File: src/rtl/aes_128_pkg.sv
// Shared AES-128 definitions: schedule constants, round-constant table,
// key-expander state encoding and the word-level key schedule helpers.
package aes_128_pkg;

    localparam int NK = 4;
    localparam int NB = 4;
    localparam int NR = 10;

    // Round constants, indexed by round number 1..10 (entry 0 is unused).
    localparam logic [7:0] RCON [0:10] = '{
        8'h00, 8'h01, 8'h02, 8'h04, 8'h08, 8'h10,
        8'h20, 8'h40, 8'h80, 8'h1b, 8'h36
    };

    typedef enum logic [1:0] {
        IDLE   = 2'd0,
        EXPAND = 2'd1,
        READY  = 2'd2
    } state_e;

    // Looks up the round constant; indices outside 1..10 yield zero.
    function automatic logic [7:0] rcon_of(input logic [3:0] r);
        logic [7:0] rc;
        rc = 8'h00;
        for (int i = 1; i <= NR; i++) begin
            if (r == i[3:0]) begin
                rc = RCON[i];
            end
        end
        return rc;
    endfunction

    // Cyclic left rotation of a word by one byte.
    function automatic logic [31:0] rot_word(input logic [31:0] w);
        return {w[23:0], w[31:24]};
    endfunction

    // Derives the next round key from the previous one. sub_word is
    // SubWord(RotWord(w3)) of the previous key, computed by the S-boxes.
    function automatic logic [127:0] round_key_next(input logic [127:0] prev,
                                                    input logic [31:0]  sub_word,
                                                    input logic [7:0]   rcon);
        logic [31:0] t;
        logic [31:0] w0;
        logic [31:0] w1;
        logic [31:0] w2;
        logic [31:0] w3;
        t  = sub_word ^ {rcon, 24'h000000};
        w0 = prev[127:96] ^ t;
        w1 = prev[95:64]  ^ w0;
        w2 = prev[63:32]  ^ w1;
        w3 = prev[31:0]   ^ w2;
        return {w0, w1, w2, w3};
    endfunction

endpackage

File: src/rtl/aes_sbox.sv
// AES forward S-box, purely combinational byte substitution.
// Also used by the SubBytes stage of the encryptor.
module aes_sbox (
    input  logic [7:0] in_i,
    output logic [7:0] out_o
);

    // Byte 0x00 maps from the most significant byte of this constant.
    localparam logic [2047:0] SBOX = {
        128'h637c777bf26b6fc53001672bfed7ab76,
        128'hca82c97dfa5947f0add4a2af9ca472c0,
        128'hb7fd9326363ff7cc34a5e5f171d83115,
        128'h04c723c31896059a071280e2eb27b275,
        128'h09832c1a1b6e5aa0523bd6b329e32f84,
        128'h53d100ed20fcb15b6acbbe394a4c58cf,
        128'hd0efaafb434d338545f9027f503c9fa8,
        128'h51a3408f929d38f5bcb6da2110fff3d2,
        128'hcd0c13ec5f974417c4a77e3d645d1973,
        128'h60814fdc222a908846eeb814de5e0bdb,
        128'he0323a0a4906245cc2d3ac629195e479,
        128'he7c8376d8dd54ea96c56f4ea657aae08,
        128'hba78252e1ca6b4c6e8dd741f4bbd8b8a,
        128'h703eb5664803f60e613557b986c11d9e,
        128'he1f8981169d98e949b1e87e9ce5528df,
        128'h8ca1890dbfe6426841992d0fb054bb16
    };

    assign out_o = SBOX[{~in_i, 3'b000} +: 8];

endmodule

File: src/rtl/aes_128_key_expander.sv
// Iterative AES-128 key schedule. A key accepted over valid/ready is expanded
// into 11 round keys, one per cycle, held in a register file read by index.
// Optional macro AES_KEYEXP_STREAM_EN adds a registered round-key stream
// (one pulse per key as it is written) for a pipelined consumer.
module aes_128_key_expander
    import aes_128_pkg::*;
#(
    parameter int OUT_REG = 0
) (
    input  logic         clk,
    input  logic         rst_n,
    input  logic         key_valid,
    output logic         key_ready,
    input  logic [127:0] key,
    input  logic [3:0]   rk_idx,
    output logic [127:0] rk_out,
    output logic         keys_valid,
    output logic         busy
`ifdef AES_KEYEXP_STREAM_EN
    ,
    output logic         rk_strm_valid,
    output logic [3:0]   rk_strm_idx,
    output logic [127:0] rk_strm
`endif
);

    state_e       state_q;
    state_e       state_d;
    logic [3:0]   round_q;
    logic [3:0]   round_d;
    logic [127:0] last_rk_q;
    logic [127:0] store_q [0:10];
    logic         accept;
    logic [31:0]  rot_w;
    logic [31:0]  sub_w;
    logic [127:0] next_rk;
    logic [127:0] rd_data;

    assign key_ready  = (state_q != EXPAND);
    assign busy       = (state_q == EXPAND);
    assign keys_valid = (state_q == READY);
    assign accept     = key_valid && key_ready;

    // The most recently written key is kept separately so the next round
    // key never needs a wide read mux on the store.
    assign rot_w = rot_word(last_rk_q[31:0]);

    for (genvar b = 0; b < 4; b++) begin : g_subword
        aes_sbox u_sbox (
            .in_i  (rot_w[8*b +: 8]),
            .out_o (sub_w[8*b +: 8])
        );
    end

    assign next_rk = round_key_next(last_rk_q, sub_w, rcon_of(round_q));

    // Next-state logic: accept from IDLE/READY, count rounds 1..10 in EXPAND.
    always_comb begin
        state_d = state_q;
        round_d = round_q;
        case (state_q)
            IDLE, READY: begin
                if (accept) begin
                    state_d = EXPAND;
                    round_d = 4'd1;
                end
            end
            EXPAND: begin
                if (round_q == 4'(NR)) begin
                    state_d = READY;
                    round_d = 4'd0;
                end else begin
                    round_d = round_q + 4'd1;
                end
            end
            default: begin
                state_d = IDLE;
                round_d = 4'd0;
            end
        endcase
    end

    // State, round counter and the last-written round key.
    always_ff @(posedge clk or negedge rst_n) begin
        if (!rst_n) begin
            state_q   <= IDLE;
            round_q   <= 4'd0;
            last_rk_q <= '0;
        end else begin
            state_q <= state_d;
            round_q <= round_d;
            if (accept) begin
                last_rk_q <= key;
            end else if (state_q == EXPAND) begin
                last_rk_q <= next_rk;
            end
        end
    end

    // Round-key store: slot 0 on accept, slot[round] during expansion.
    always_ff @(posedge clk or negedge rst_n) begin
        if (!rst_n) begin
            for (int i = 0; i <= NR; i++) begin
                store_q[i] <= '0;
            end
        end else if (accept) begin
            store_q[0] <= key;
        end else if (state_q == EXPAND) begin
            for (int i = 1; i <= NR; i++) begin
                if (round_q == i[3:0]) begin
                    store_q[i] <= next_rk;
                end
            end
        end
    end

    // Read port: only a completed schedule is visible, out-of-range reads give zero.
    always_comb begin
        rd_data = '0;
        if (keys_valid) begin
            for (int i = 0; i <= NR; i++) begin
                if (rk_idx == i[3:0]) begin
                    rd_data = store_q[i];
                end
            end
        end
    end

    if (OUT_REG != 0) begin : g_out_reg
        logic [127:0] rk_out_q;

        // Registered read: rk_out follows rk_idx with one cycle of latency.
        always_ff @(posedge clk or negedge rst_n) begin
            if (!rst_n) begin
                rk_out_q <= '0;
            end else begin
                rk_out_q <= rd_data;
            end
        end

        assign rk_out = rk_out_q;
    end else begin : g_out_comb
        assign rk_out = rd_data;
    end

`ifdef AES_KEYEXP_STREAM_EN
    logic         strm_valid_q;
    logic [3:0]   strm_idx_q;
    logic [127:0] strm_q;

    // Stream each round key as it is written: key 0 on accept, then 1..10.
    always_ff @(posedge clk or negedge rst_n) begin
        if (!rst_n) begin
            strm_valid_q <= 1'b0;
            strm_idx_q   <= 4'd0;
            strm_q       <= '0;
        end else if (accept) begin
            strm_valid_q <= 1'b1;
            strm_idx_q   <= 4'd0;
            strm_q       <= key;
        end else if (state_q == EXPAND) begin
            strm_valid_q <= 1'b1;
            strm_idx_q   <= round_q;
            strm_q       <= next_rk;
        end else begin
            strm_valid_q <= 1'b0;
            strm_idx_q   <= 4'd0;
            strm_q       <= '0;
        end
    end

    assign rk_strm_valid = strm_valid_q;
    assign rk_strm_idx   = strm_idx_q;
    assign rk_strm       = strm_q;
`endif

endmodule

File: config.mk
export PLATFORM = sky130hd
export DESIGN_NAME = aes_128_key_expander
export DESIGN_NICKNAME = d
export VERILOG_FILES = /design/src/rtl/aes_128_pkg.sv /design/src/rtl/aes_sbox.sv /design/src/rtl/aes_128_key_expander.sv
export SDC_FILE = /design/constraint.sdc
export NUM_CORES = 2
export LEC_CHECK = 0
export ABC_AREA = 0
export BUFFER_PORTS_ARGS = -buffer_cell sky130_fd_sc_hd__buf_4
export CAP_MARGIN = 20
export CORE_MARGIN = 2
export CORE_UTILIZATION = 35
export CTS_CLUSTER_SIZE = 20
export DETAILED_ROUTE_END_ITERATION = 7
export HOLD_SLACK_MARGIN = 0.05
export PLACE_DENSITY = 0.57
export SETUP_SLACK_MARGIN = 0.4
export SYNTH_ARGS = -nofsm -noshare
export SYNTH_HDL_FRONTEND = slang
export SYNTH_SLANG_ARGS = --single-unit
File: constraint.sdc
create_clock -name clk -period 4.1 [get_ports clk]
set_clock_uncertainty 0.15 [all_clocks]
set_input_delay 0.41 -clock clk [delete_from_list [all_inputs] [get_ports clk]]
set_output_delay 0.41 -clock clk [all_outputs]
set_load 0.05 [all_outputs]
**Word level (Yosys, flattened, before mapping)**

Cells that the tools add are included.

- Input bits: 135
- Logic and storage cells: 100
- Flip-flop bits (word level): 1542
- Output and inout bits: 131

- Reduce and logical (&&, ||, !) cells: 16
- Shift operators: 4
- Mux-type cells: 30
- Add/subtract/negate cells: 1
- Equality and inequality tests: 25
- Bitwise operators: 10

Operators by type and width:

| operator | number |
|---|---|
| indexed part select 2048 x 12 -> 8 bit (first input constant) | 4 |
| 2-to-1 mux 128 bit | 14 |
| bitwise XOR 32 bit | 5 |
| 2-to-1 mux 8 bit | 9 |
| equality test 4 x 3 -> 1 bit (second input constant) | 8 |
| NOT 8 bit | 4 |
| AND reduction 3 bit | 10 |
| equality test 4 bit (second input constant) | 6 |
| equality test 4 x 2 -> 1 bit (second input constant) | 4 |
| equality test 4 x 1 -> 1 bit (second input constant) | 2 |
| 2-to-1 mux 4 bit | 2 |
| one-hot mux 4 bit (2 select lines) | 1 |
| adder 4 x 1 -> 4 bit (second input constant) | 1 |
| zero test 4 bit | 1 |
| 2-to-1 mux 2 bit | 2 |
| inequality test 2 x 1 -> 1 bit (second input constant) | 2 |
| one-hot mux 2 bit (2 select lines) | 1 |
| equality test 2 x 1 -> 1 bit (second input constant) | 1 |
| equality test 2 bit (second input constant) | 1 |
| zero test 2 bit | 1 |
| inequality test 2 bit (second input constant) | 1 |
| AND reduction 2 bit | 1 |
| nonzero test 2 bit | 1 |
| OR reduction 2 bit | 1 |
| 3 further kinds | 3 |

**Longest topological paths before layout**

- Depth in word-level cells: 18
- Depth in mapped cells: 18
- Gate-level depth less buffers: 13

**Cells and area by module**

Synthesis repeated with hierarchy kept, for this count alone.

- Cell total of the unflattened synthesis: 10000
- Area total of the unflattened synthesis: 84765.0 sq um

Modules (own cells, without submodules):

| module | area each (sq um) | cells each | seq. area each (sq um) | times used |
|---|---|---|---|---|
| aes_128_key_expander | 70631.5 | 7800 | 38587.0 | 1 |
| aes_sbox | 3533.4 | 550 | 0.0 | 4 |

**Worst setup path before layout**

OpenSTA, ideal clock, no wires.

- Path type: register to register
- From: reg last_rk_q[16]
- To: reg store_q[1176] (netlist bit)
- Arrival: 3.940 ns
- Stages on the path, launching flop included: 18
- Buffers on the path: 4
- Library setup time: 0.162 ns
- Slack: -0.151 ns
- Data required time: 3.788 ns
- Period minus slack after synthesis: 4.251 ns
- Path through: dfrtp_1 -> buf_2 -> buf_2 -> buf_2 -> clkinv_1 -> ha_1 -> clkbuf_1 -> inv_1 -> ha_1 -> a21o_1 -> a311o_1 -> a31oi_1 -> o41ai_1 -> o211ai_2 -> xnor2_1 -> a21oi_1 -> o221ai_1 -> a21oi_1

- Cells in the longest elaborated chain, start to end: 7

Ends and longest elaborated chain:

| item | RTL line | text |
|---|---|---|
| start: declaration | aes_128_key_expander.sv:31 | `logic [127:0] last_rk_q;` |
| start signal: assignment | aes_128_key_expander.sv:93 | `last_rk_q <= key;` |
| start signal: assignment | aes_128_key_expander.sv:95 | `last_rk_q <= next_rk;` |
| NOT 8 bit | aes_sbox.sv:28 | `assign out_o = SBOX[{~in_i, 3'b000} +: 8];` |
| indexed part select 2048 x 12 -> 8 bit | aes_sbox.sv:28 |  |
| bitwise XOR 32 bit | aes_128_pkg.sv:48 | `t = sub_word ^ {rcon, 24'h000000};` |
| bitwise XOR 32 bit | aes_128_pkg.sv:49 | `w0 = prev[127:96] ^ t;` |
| bitwise XOR 32 bit | aes_128_pkg.sv:50 | `w1 = prev[95:64] ^ w0;` |
| bitwise XOR 32 bit | aes_128_pkg.sv:51 | `w2 = prev[63:32] ^ w1;` |
| bitwise XOR 32 bit | aes_128_pkg.sv:52 | `w3 = prev[31:0] ^ w2;` |
| end signal: indexed assignment | aes_128_key_expander.sv:111 | `store_q[i] <= next_rk;` |
| end: declaration | aes_128_key_expander.sv:32 | `logic [127:0] store_q [0:10];` |

Every way passes these cells.
A chain may end at the register's enable or synchronous reset.

**Final worst setup path**

- From: reg last_rk_q[9]
- To: reg store_q[310] (netlist bit)

- Cells in the longest elaborated chain, start to end: 6

Ends and longest elaborated chain:

| item | RTL line |
|---|---|
| NOT 8 bit | aes_sbox.sv:28 |
| indexed part select 2048 x 12 -> 8 bit | aes_sbox.sv:28 |
| bitwise XOR 32 bit | aes_128_pkg.sv:48 |
| bitwise XOR 32 bit | aes_128_pkg.sv:49 |
| bitwise XOR 32 bit | aes_128_pkg.sv:50 |
| bitwise XOR 32 bit | aes_128_pkg.sv:51 |

Every way passes these cells.

==> insert_results.sql <==
INSERT INTO impl_metrics (metric_group, metric, value, unit) VALUES
('outcome', 'run_status', 'completed', ''),
('synth', 'ys_seq_area_frac', '0.470', ''),
('synth', 'synth_area_leaders', 'sky130_fd_sc_hd__dfrtp_1 47%, sky130_fd_sc_hd__o21ai_0 9.5%, sky130_fd_sc_hd__nand2_1 9.1%', ''),
('layout', 'finish.instance_area', '0.109', 'sq mm'),
('clock_network', 'cts.sinks', '1542', ''),
('timing', 'slew_headroom', '0.0515', ''),
('synth', 'synth_enable_flop_cells', '0', ''),
('synth', 'synth_top_family_by_area', 'compound AO/OA/AOI/OAI gates', ''),
('layout', 'final.fill_count', '22100', ''),
('synth', 'mappedNetlistNets', '9387', ''),
('timing', 'final_period_minus_worst_setup_slack', '3.93', 'ns'),
('grt', 'grt_antenna_before_repair', '22', ''),
('grt', 'number_of_global_route_vias_before_repair', '75400', ''),
('floorplan', 'rows', '177', ''),
('placement', 'detailed_place_hpwl', '266000', 'microns'),
('placement', 'io_buffer_count', '265', ''),
('synth', 'synth.ff_latch_count', '1542', ''),
('floorplan', 'die_width', '489', 'microns'),
('timing', 'timing_hold_violations_final', '0', ''),
('grt', 'grt_first_pass_wirelength', '560000', 'microns'),
('placement', 'gpl.final_weighted_congestion', '0.974', ''),
('critical_path', 'path_max_fanout', '7', ''),
('worst_hold_path', 'hold_path_class', 'in -> async', ''),
('route', 'detail_route.wirelength', '401000', 'microns'),
('timing', 'grt_setup_unrepaired', 'true', ''),
('synth', 'synth_adder_area_share', '0.0108', ''),
('critical_path', 'setup_crit_path_kind', 'reg -> reg', ''),
('timing', 'max_freq', '0.255', 'GHz'),
('critical_path', 'worst_ep_required_time', '4.63', 'ns'),
('route', 'drt_first_iter_violations', '8907', ''),
('timing', 'max_transition_viols_final', '0', ''),
('clock_network', 'clk_path_buf_depth', '3', ''),
('floorplan', 'fp.dieH', '489', 'microns'),
('timing', 'layout_worst_path_cycle_share', '0.958', ''),
('grt', 'grt_start_max_net_pins', '187', ''),
('layout', 'area_taken_by_flip_flops_and_latches', '0.0386', 'sq mm'),
('synth', 'netlist_instances', '9181', ''),
('job', 'max_cap_violations', '0', ''),
('clock_network', 'cts_buffers', '172', ''),
('floorplan', 'initial_core_util', '0.353', ''),
('synth', 'netlist-cell-type-count', '108', ''),
('timing', 'worst_pin_slew', '1.42', 'ns'),
('floorplan', 'placeableCoreArea', '0.233', 'sq mm'),
('layout', 'final_nets', '10200', ''),
('floorplan', 'io_pins', '266', ''),
('clock_network', 'htree_levels', '4', ''),
('synth', 'synth.cell_area', '0.0822', 'sq mm'),
('layout', 'multi_input_area', '0.0446', 'sq mm'),
('synth', 'synth_top_cell_area_share', '0.470', ''),
('critical_path', 'timing.critical_path.arrival', '4.46', 'ns'),
('grt', 'gr-total-overflow', '0', ''),
('clock_network', 'tritoncts', 'done', ''),
('floorplan', 'fp.dieArea', '0.239', 'sq mm'),
('layout', 'syn2layout_area_growth', '32.8', '%'),
('timing', 'setup-violations-final', '0', ''),
('critical_path', 'setup.worst_path.start_class', 'register', ''),
('grt', 'grtUsageTotal', '0.321', ''),
('synth', 'synth.area.mux_share', '0.0537', ''),
('route', 'vias', '79800', ''),
('synth', 'synth-compound-area-share', '0.234', ''),
('synth', 'syn_area_per_cell', '8.95', 'sq um'),
('synth', 'synthXorXnorAreaFrac', '0.0248', ''),
('route', 'routed_via_density', '6.00', ''),
('clock_network', 'clock-root-buffer', 'sky130_fd_sc_hd__clkbuf_16', ''),
('route', 'drt_drc_violations_left', '0', ''),
('critical_path', 'setup.worst_path.end_class', 'register', ''),
('clock_network', 'cts.clk_slew.worst_paths', '0.06', 'ns'),
('synth', 'synth-simple-area-share', '0.158', ''),
('synth', 'synth-warning-count', '0', ''),
('layout', 'fraction_of_layout_cells_with_a_size_suffix_above_1', '0.261', ''),
('synth', 'ys_dominant_reg_cell', 'sky130_fd_sc_hd__dfrtp_1', ''),
('route', 'drt-pass1-iter-count', '7', ''),
('clock_network', 'clock_insertion_delay_worst_skew', '0.85', 'ns'),
('route', 'avgRoutedWirePerCell', '30.1', 'microns'),
('synth', 'asyncSetResetFlopFracSynth', '1.00', ''),
('synth', 'synthDominantAreaCellType', 'sky130_fd_sc_hd__dfrtp_1', ''),
('placement', 'placed_cell_area', '0.0934', 'sq mm'),
('route', 'ant_nets', '0', '');
## cell usage in the layout (no fill, tap or decap), drive strengths merged, types with 29 or more instances in the layout
| master | instances |
|---|---|
| nand2 | 1993 |
| o21ai | 1603 |
| dfrtp | 1542 |
| buf | 1427 |
| a21oi | 413 |
| a22oi | 371 |
| clkbuf | 280 |
| nor2 | 235 |
| nand3 | 162 |
| mux4 | 146 |
| dlygate4sd3 | 130 |
| xnor2 | 120 |
| nor2b | 111 |
| nand2b | 109 |
| nand4 | 101 |
| mux2i | 91 |
| nor3 | 89 |
| a31oi | 79 |
| ha | 71 |
| inv | 65 |
| xor2 | 62 |
| a211o | 57 |
| o211ai | 52 |
| a211oi | 48 |
| o311ai | 47 |
| a311oi | 46 |
| clkinv | 44 |
| or2 | 36 |
| a221oi | 36 |
| a21o | 35 |
| o2111ai | 29 |
| and2 | 29 |
## cells in the mapped netlist, drive strengths merged (48+ instances only)
master  count
dfrtp    1542
buf       229
nand3     162
mux2i      91
a21oi     413
o211ai     52
nand2b    108
mux4      146
a31oi      79
nor3       89
o21ai    1603
nor2      235
a22oi     371
nand2    1993
xor2       62
clkbuf    688
nor2b     111
a211o      57
inv        60
a211oi     48
ha         71
nand4     101
xnor2     118
## final timing paths
check / start / to / slack [ns] / cells past startpoint
worst max-delay path: last_rk_q[9]$_DFFE_PN0P_ / store_q[310]$_DFFE_PN0P_ / 0.17 / 17
worst min-delay path: rst_n / store_q[875]$_DFFE_PN0P_ / 0.16 / 3
worst max register to register: last_rk_q[9]$_DFFE_PN0P_ / store_q[310]$_DFFE_PN0P_ / 0.17 / 17
worst min register to register: store_q[287]$_DFFE_PN0P_ / store_q[287]$_DFFE_PN0P_ / 0.32 / 2
max in group asynchronous: rst_n / store_q[53]$_DFFE_PN0P_ / 2.48 / 4
min in group clk: key[18] / store_q[1298]$_DFFE_PN0P_ / 0.20 / 4
## metrics by stage
stage               TNS [ns]  hold WS (ns)  worst slack (ns)  cells   util
detailed placement    -32.77         0.150            -0.665  12500  0.401
global route               0         0.167            0.0859  13300  0.468
finish                     0         0.158             0.173  13300  0.468
global placement      -33.21         0.151            -0.723  12500  0.401
floorplan                  0       -0.0356             0.406   9181      -
CTS                        0         0.143             0.229  13100  0.444
## cell families (layout without fill, tap and decap cells)
family	after synthesis	in the layout
DFF	1542	1542
other	0	10
adders and majority gates	71	71
AOI/OAI and AO/OA	3138	3139
and+or+nand+nor	2995	2996
buffers and inverters	988	1963
xor gates and xnor gates	191	193
muxes	256	256
## state kept, by name (all words and copies together) (netlist names)
name and cells:
store_q 1408, last_rk_q 128, round_q 4, state_q 2
## layer usage
| layer | GRT usage | up-vias | routed length (microns) |
|---|---|---|---|
| met4 | 0.165 | 12 | 24700 |
| met1 | 0.440 | 40500 | 166000 |
| met5 | 0 | - | 76 |
| li1 | - | 34600 | - |
| met2 | 0.487 | 3841 | 177000 |
| met3 | 0.0568 | 832 | 33300 |
## cell type report
class                   count  share of cell area
multi-input cells        6655               0.408
flip-flops and latches   1542               0.354
repair buffers           1577               0.147
clock buffers             263              0.0455
well taps                3132              0.0359
clock inverters            52             0.00593
inverters                  71             0.00315
diodes                     10            0.000229
## worst max-delay path, stage by stage, from the launching register on
cell	delay [ns]
sky130_fd_sc_hd__dfrtp_2	0.47
sky130_fd_sc_hd__clkinv_8	0.11
sky130_fd_sc_hd__ha_4	0.16
sky130_fd_sc_hd__or3_4	0.37
sky130_fd_sc_hd__o2111ai_4	0.13
sky130_fd_sc_hd__o311ai_1	0.14
sky130_fd_sc_hd__buf_4	0.17
sky130_fd_sc_hd__a211o_1	0.27
sky130_fd_sc_hd__a311oi_4	0.45
sky130_fd_sc_hd__buf_6	0.19
sky130_fd_sc_hd__xor2_4	0.17
sky130_fd_sc_hd__buf_12	0.15
sky130_fd_sc_hd__xor2_4	0.18
sky130_fd_sc_hd__buf_6	0.14
sky130_fd_sc_hd__xor2_4	0.22
sky130_fd_sc_hd__buf_6	0.13
sky130_fd_sc_hd__buf_12	0.12
sky130_fd_sc_hd__o21ai_1	0.06
## what timing repair did
action                     in CTS  in global routing
setup endpoints to repair    1132               1014
buffers inserted              107                133
hold buffers                  131                  0
resized for setup             433               1057
hold endpoints to repair     1132                  0
pin swaps                     101                345
cloned                         13                 44
Power is not shown: default switching activity piles up to over one toggle a cycle in this logic, so the estimate is an artifact.
